<file path="src/rtl/imem_responder.sv">
// imem_responder: instruction memory that answers fetch requests.
//
// After reset the memory is filled with NOP_WORD over DEPTH cycles (CLEAR).
// It then enters SERVE, where fetches are answered with one cycle of latency
// and words can be written through the program-load port.
//
// Ports:
//   clk        single clock, rising edge
//   rst        asynchronous active-high reset
//   req_valid  fetch request present
//   req_addr   byte address of the requested instruction
//   req_ready  request accepted this cycle (combinational)
//   rsp_valid  response held on rsp_instr / rsp_err
//   rsp_instr  fetched instruction (NOP_WORD on error)
//   rsp_err    request was misaligned or out of range
//   rsp_ready  consumer takes the response this cycle
//   ld_en      program-load write strobe (ignored during CLEAR)
//   ld_addr    word index to load
//   ld_data    instruction word to load
//   busy       high while the clear sequence runs
//
// DEPTH must be a power of two and at least 4.
//
// state | meaning
// ------+--------------------------------------------------------
// CLEAR | write NOP_WORD to word[counter], one word per cycle
// SERVE | answer fetches, accept program loads

module imem_responder #(
  parameter int          DEPTH    = 64,
  parameter logic [31:0] NOP_WORD = 32'h0000_0013
) (
  input  logic                     clk,
  input  logic                     rst,
  input  logic                     req_valid,
  input  logic [31:0]              req_addr,
  output logic                     req_ready,
  output logic                     rsp_valid,
  output logic [31:0]              rsp_instr,
  output logic                     rsp_err,
  input  logic                     rsp_ready,
  input  logic                     ld_en,
  input  logic [$clog2(DEPTH)-1:0] ld_addr,
  input  logic [31:0]              ld_data,
  output logic                     busy
);

  localparam int AW = $clog2(DEPTH);

  typedef enum logic {
    CLEAR = 1'b0,
    SERVE = 1'b1
  } state_t;

  state_t          r_state;
  state_t          w_state_nxt;
  logic [AW-1:0]   r_cnt;
  logic [AW-1:0]   w_cnt_nxt;
  logic            w_busy;
  logic            w_clr_we;
  logic            w_ld_we;

  logic [31:0]     r_mem [DEPTH];

  logic            r_rsp_valid;
  logic [31:0]     r_rsp_instr;
  logic            r_rsp_err;

  logic            w_misal;
  logic            w_oob;
  logic [AW-1:0]   w_word;
  logic            w_req_ready;
  logic            w_hs;

  // State register and clear counter
  always_ff @(posedge clk or posedge rst) begin
    if (rst) begin
      r_state <= CLEAR;
      r_cnt   <= '0;
    end else begin
      r_state <= w_state_nxt;
      r_cnt   <= w_cnt_nxt;
    end
  end

  // Counter wraps from DEPTH-1 back to 0 on the last clear write, so it is
  // already at 0 for the next clear.
  always_comb begin
    w_state_nxt = r_state;
    w_cnt_nxt   = r_cnt;
    w_busy      = 1'b0;
    w_clr_we    = 1'b0;
    case (r_state)
      CLEAR: begin
        w_busy    = 1'b1;
        w_clr_we  = 1'b1;
        w_cnt_nxt = r_cnt + AW'(1);
        if (r_cnt == AW'(DEPTH - 1)) begin
          w_state_nxt = SERVE;
        end
      end
      SERVE: begin
        w_state_nxt = SERVE;
      end
      default: begin
        w_state_nxt = CLEAR;
      end
    endcase
  end

  assign w_ld_we = (r_state == SERVE) && ld_en;

  // Memory array, no reset: contents are rebuilt by CLEAR. While rst is held
  // the FSM sits in CLEAR with counter 0, so word 0 is merely rewritten with
  // NOP_WORD, which the subsequent clear does anyway.
  always_ff @(posedge clk) begin
    if (w_clr_we) begin
      r_mem[r_cnt] <= NOP_WORD;
    end else if (w_ld_we) begin
      r_mem[ld_addr] <= ld_data;
    end
  end

  // Address decode: any set bit above the word index means out of range.
  assign w_misal = |req_addr[1:0];
  assign w_oob   = |req_addr[31:AW+2];
  assign w_word  = req_addr[AW+1:2];

  // A pending load blocks acceptance, so a fetch never shares an edge with
  // a memory write.
  assign w_req_ready = (r_state == SERVE) && !ld_en && (!r_rsp_valid || rsp_ready);
  assign w_hs        = req_valid && w_req_ready;

  // Response register: captured at the accepting edge, so later loads to
  // the same word leave a held response untouched.
  always_ff @(posedge clk or posedge rst) begin
    if (rst) begin
      r_rsp_valid <= 1'b0;
      r_rsp_instr <= '0;
      r_rsp_err   <= 1'b0;
    end else if (w_hs) begin
      r_rsp_valid <= 1'b1;
      r_rsp_err   <= w_misal || w_oob;
      r_rsp_instr <= (w_misal || w_oob) ? NOP_WORD : r_mem[w_word];
    end else if (rsp_ready) begin
      r_rsp_valid <= 1'b0;
    end
  end

  assign req_ready = w_req_ready;
  assign rsp_valid = r_rsp_valid;
  assign rsp_instr = r_rsp_instr;
  assign rsp_err   = r_rsp_err;
  assign busy      = w_busy;

endmodule
</file>
<file path="config.mk">
export PLATFORM = sky130hd
export DESIGN_NAME = imem_responder
export DESIGN_NICKNAME = d
export VERILOG_FILES = /design/src/rtl/imem_responder.sv
export SDC_FILE = /design/constraint.sdc
export NUM_CORES = 2
export LEC_CHECK = 0
export CAP_MARGIN = 20
export CORE_UTILIZATION = 50
export CTS_BUF_LIST = sky130_fd_sc_hd__clkbuf_2
export DETAILED_ROUTE_END_ITERATION = 12
export HOLD_SLACK_MARGIN = 0.15
export PLACE_DENSITY = 0.66
export SKIP_CTS_REPAIR_TIMING = 1
export SYNTH_ARGS = -nofsm -noshare
export SYNTH_HDL_FRONTEND = slang
export SYNTH_SLANG_ARGS = --single-unit
</file>
<file path="constraint.sdc">
create_clock -name clk -period 3.75 [get_ports clk]
set_input_delay 0.5625 -clock clk [delete_from_list [all_inputs] [get_ports clk]]
set_output_delay 0.5625 -clock clk [all_outputs]
set_load 0.01 [all_outputs]
</file>
==> results.yml <==
die:
  rows: 146
  core_area_um2: 159000
  initial_core_util_pct: 50.6
  fp.dieH_um: 403
  dieArea_um2: 163000
  ios: 111
  die_w_um: 403
clock_tree:
  cts.reportedPaths.clkPinSlew_ns: 0.10
  cts.sinks: 2089
  clk_root_buffer_cell: "clkbuf_2"
  cts.path.max_buffers: 4
  cts_max_level: 6
  clkLatencyLatePin_ns: 1.76
  cts_tree: "done"
  numCtsBuffers: 538
layout:
  final_cells: 7081
  syn_to_final_growth_pct: 15.1
  layout_common_cells: "edfxtp_1, clkbuf_2, mux4_2, mux2i_1, buf_4"
  layout_commonest_cell: "edfxtp_1"
  fin_util_pct: 58.3
  drive_gt1_share_pct: 34.8
  fin_nets: 4643
logic_synthesis:
  synth-warning-count: 0
  synth_area_per_cell_um2: 21.5
  synth_top_cell_by_area: "edfxtp_1"
  synth.cell_area_um2: 80500
  yosysSeqAreaShare_pct: 77.6
  syn-num-nets: 3822
  synthTopCellsByArea: "edfxtp_1, mux4_2, mux2i_1"
  synth_edf_count: 2048
  yosysUniqueCellTypes: 66
  synth_flop_cell: "edfxtp_1"
  synth_top_area_share_pct: 76.4
  synth_seq_cells: 2089
  synth_cells: 3746
  synthArstFlopShare_pct: 1.96
power_and_ir_drop:
  ir_drop_mv: 0.362
  total_leakage_power_nw: 25.9
  intPower_mw: 31.6
  p_sw_mw: 9.71
  clkPwrFrac_pct: 35.8
  power_density_nw_per_um2: 446
  p_sw_share_pct: 23.5
  seqPwrFrac_pct: 61.0
  combPwrFrac_pct: 3.2
  total_power_mw: 41.3
placed_design:
  placement.io_buffers: 110
  dp_hpwl_um: 135000
  place_ws_ns: 0.250
  gp_congestion: 0.889
  dp_cells: 6105
worst_setup_path:
  worstPathMaxFanout: 4
  r2r_start: "rsp_valid"
  required_ns: 5.42
  reg2reg_to: "rsp_instr[11]"
  worst-setup-path-type: "input port to flop"
  crit_buf_inv: 6
  reg2reg_slack_ns: 0.47
  setup.worst_path.start_class: "input port"
  critical_path_arrival_ns: 5.39
  crit_path_top_delay_cell: "dlygate4sd3_1"
  cpMostUsedCell: "dlygate4sd3_1"
  critPathCaptureType: "flop"
  crit_family: "buffers and inverters"
  reg2reg_depth: 9
  max_stage_delay_ns: 0.89
  crit_chain: "dlygate4sd3_1 -> clkdlybuf4s50_1 -> nor2_1 -> dlygate4sd3_1 -> nand4_1 -> dlygate4sd3_1 -> nor3_2 -> nand2_1 -> dlygate4sd3_1 -> o211ai_1 -> dlygate4sd3_1"
drt:
  drt_wl_total_um: 222000
  ant_nets: 0
  drc_errors: 0
  routed_via_density: 6.17
  num_vias: 43700
  wl_per_cell_um: 31.4
  drt_pass1_iterations: 6
  drtIter0Drc: 6016
grt:
  grt_pass1_vias: 43700
  gr-usage-all-layers_pct: 27.3
  antenna_found_initial: 14
  grt_pass1_wl_um: 312000
  grt_max_degree: 65
  gr-total-overflow: 0
timing:
  finalCriticalPeriod_ns: 3.72
  skew_ns: 0.191
  final-hold-violation-count: 0
  maxSlewViolCount: 0
  worst_slack_ns: 0.0260
  fmax_mhz: 269
  period_share_pct: 99.3
  maxSlewHeadroom_pct: 21.3
  report.final.setup_viol: 0
  tightest_slew_ns: 1.18
  rsz0062_at_grt: "no"
  setup_tns_ns: 0
min_path:
  hp-class: "input port to flop"
  whs_endpoint: "rsp_instr[4]"
  hp-start: "req_addr[7]"
  holdPathStages: 6
status:
  status: "finished clean"
job:
  cap_violations: 0
-- sequential cells by signal, summed over array words and instances (netlist names) --
signal,count
rsp_valid,1
rsp_instr,32
r_state,1
rsp_err,1
r_cnt,6
r_mem,2048
-- layer usage --
metal / share of wire (%) / wire (um) / GRT usage (%)
met2: 47 / 104000 / 41.4
met4: 2.3 / 5000 / 8.20
met1: 40 / 88500 / 39.1
met5: 0.023 / 52 / 0
met3: 11 / 24900 / 7.18
-- power groups by stage --
stage | Combinational (mW) | Clock, mW | Sequential [mW]
floorplan | 0.730 | 0 | 25.7
global placement | 1.25 | 0 | 25.7
detailed placement | 1.26 | 0 | 25.7
CTS | 1.26 | 15.1 | 25.2
global route | 1.36 | 16.2 | 25.2
finish | 1.31 | 14.8 | 25.2
-- worst max-delay path by stage --
stage | depth (start not counted) | startpoint | endpoint | slack (ns)
floorplan | 6 | ld_en | r_mem[38][0] | 0.48
global placement | 8 | req_addr[2] | rsp_instr[21] | 0.25
detailed placement | 8 | req_addr[2] | rsp_instr[21] | 0.25
CTS | 4 | r_state | req_ready | -0.61
global route | 1 | rsp_instr[15] | rsp_instr[15] | 0.008
finish | 11 | req_addr[28] | rsp_instr[16] | 0.03
-- stage by stage --
step,cell area (um^2),hold slack [ns]
6_report,92700,0.196
2_1_floorplan,80500,0.486
4_1_cts,92000,-0.852
3_5_place_dp,87400,0.525
5_1_grt,92700,0.115
3_3_place_gp,87400,0.527
-- final cells by class --
cell class	instances	area (um^2)
Fill cell	11800	66400
Sequential cell	2089	62500
Multi-Input combinational cell	1434	17400
Timing Repair Buffer	488	5470
Clock buffer	757	3790
Tap cell	2146	2690
Clock inverter	143	736
Inverter	16	63.8
Antenna cell	8	20.0
-- synth_stat cells (10+ instances only) --
cell type and instances:
nand4_1 10, nand3_1 54, nor4_1 21, nor2b_1 14, a22oi_1 107, clkbuf_1 75
nand2_1 101, edfxtp_1 2048, o21ai_0 17, nand2b_1 17, buf_1 10, buf_6 12
dfrtp_1 41, nor3_1 12, and3_1 43, buf_4 37, inv_1 11, nor2_1 88
a32oi_1 17, mux4_2 420, buf_2 70, mux2_2 64, a21oi_1 27, o22ai_1 76
mux2i_1 226
-- cells by family after synthesis --
group                    count (synthesis)  synth area share [%]
XOR/XNOR                                 5                0.0544
AO/OA/AOI/OAI                          322                  2.87
buffers and inverters                  223                  1.48
flip-flops                            2089                  77.6
adder cells (fa/ha/maj)                  1                0.0155
AND/OR/NAND/NOR                        394                  2.43
multiplexers                           712                  15.5
-- worst reg2reg max path, stage by stage (launching register included) --
cell	delay, ns
dfrtp_1	0.49
nand2b_4	0.21
nand4b_1	0.16
buf_4	0.32
nor4_4	0.33
buf_4	0.35
o2111ai_1	0.17
dlygate4sd3_1	0.59
nand3_1	0.08
dlygate4sd3_1	0.55
Power figures use the tool's default switching activity.
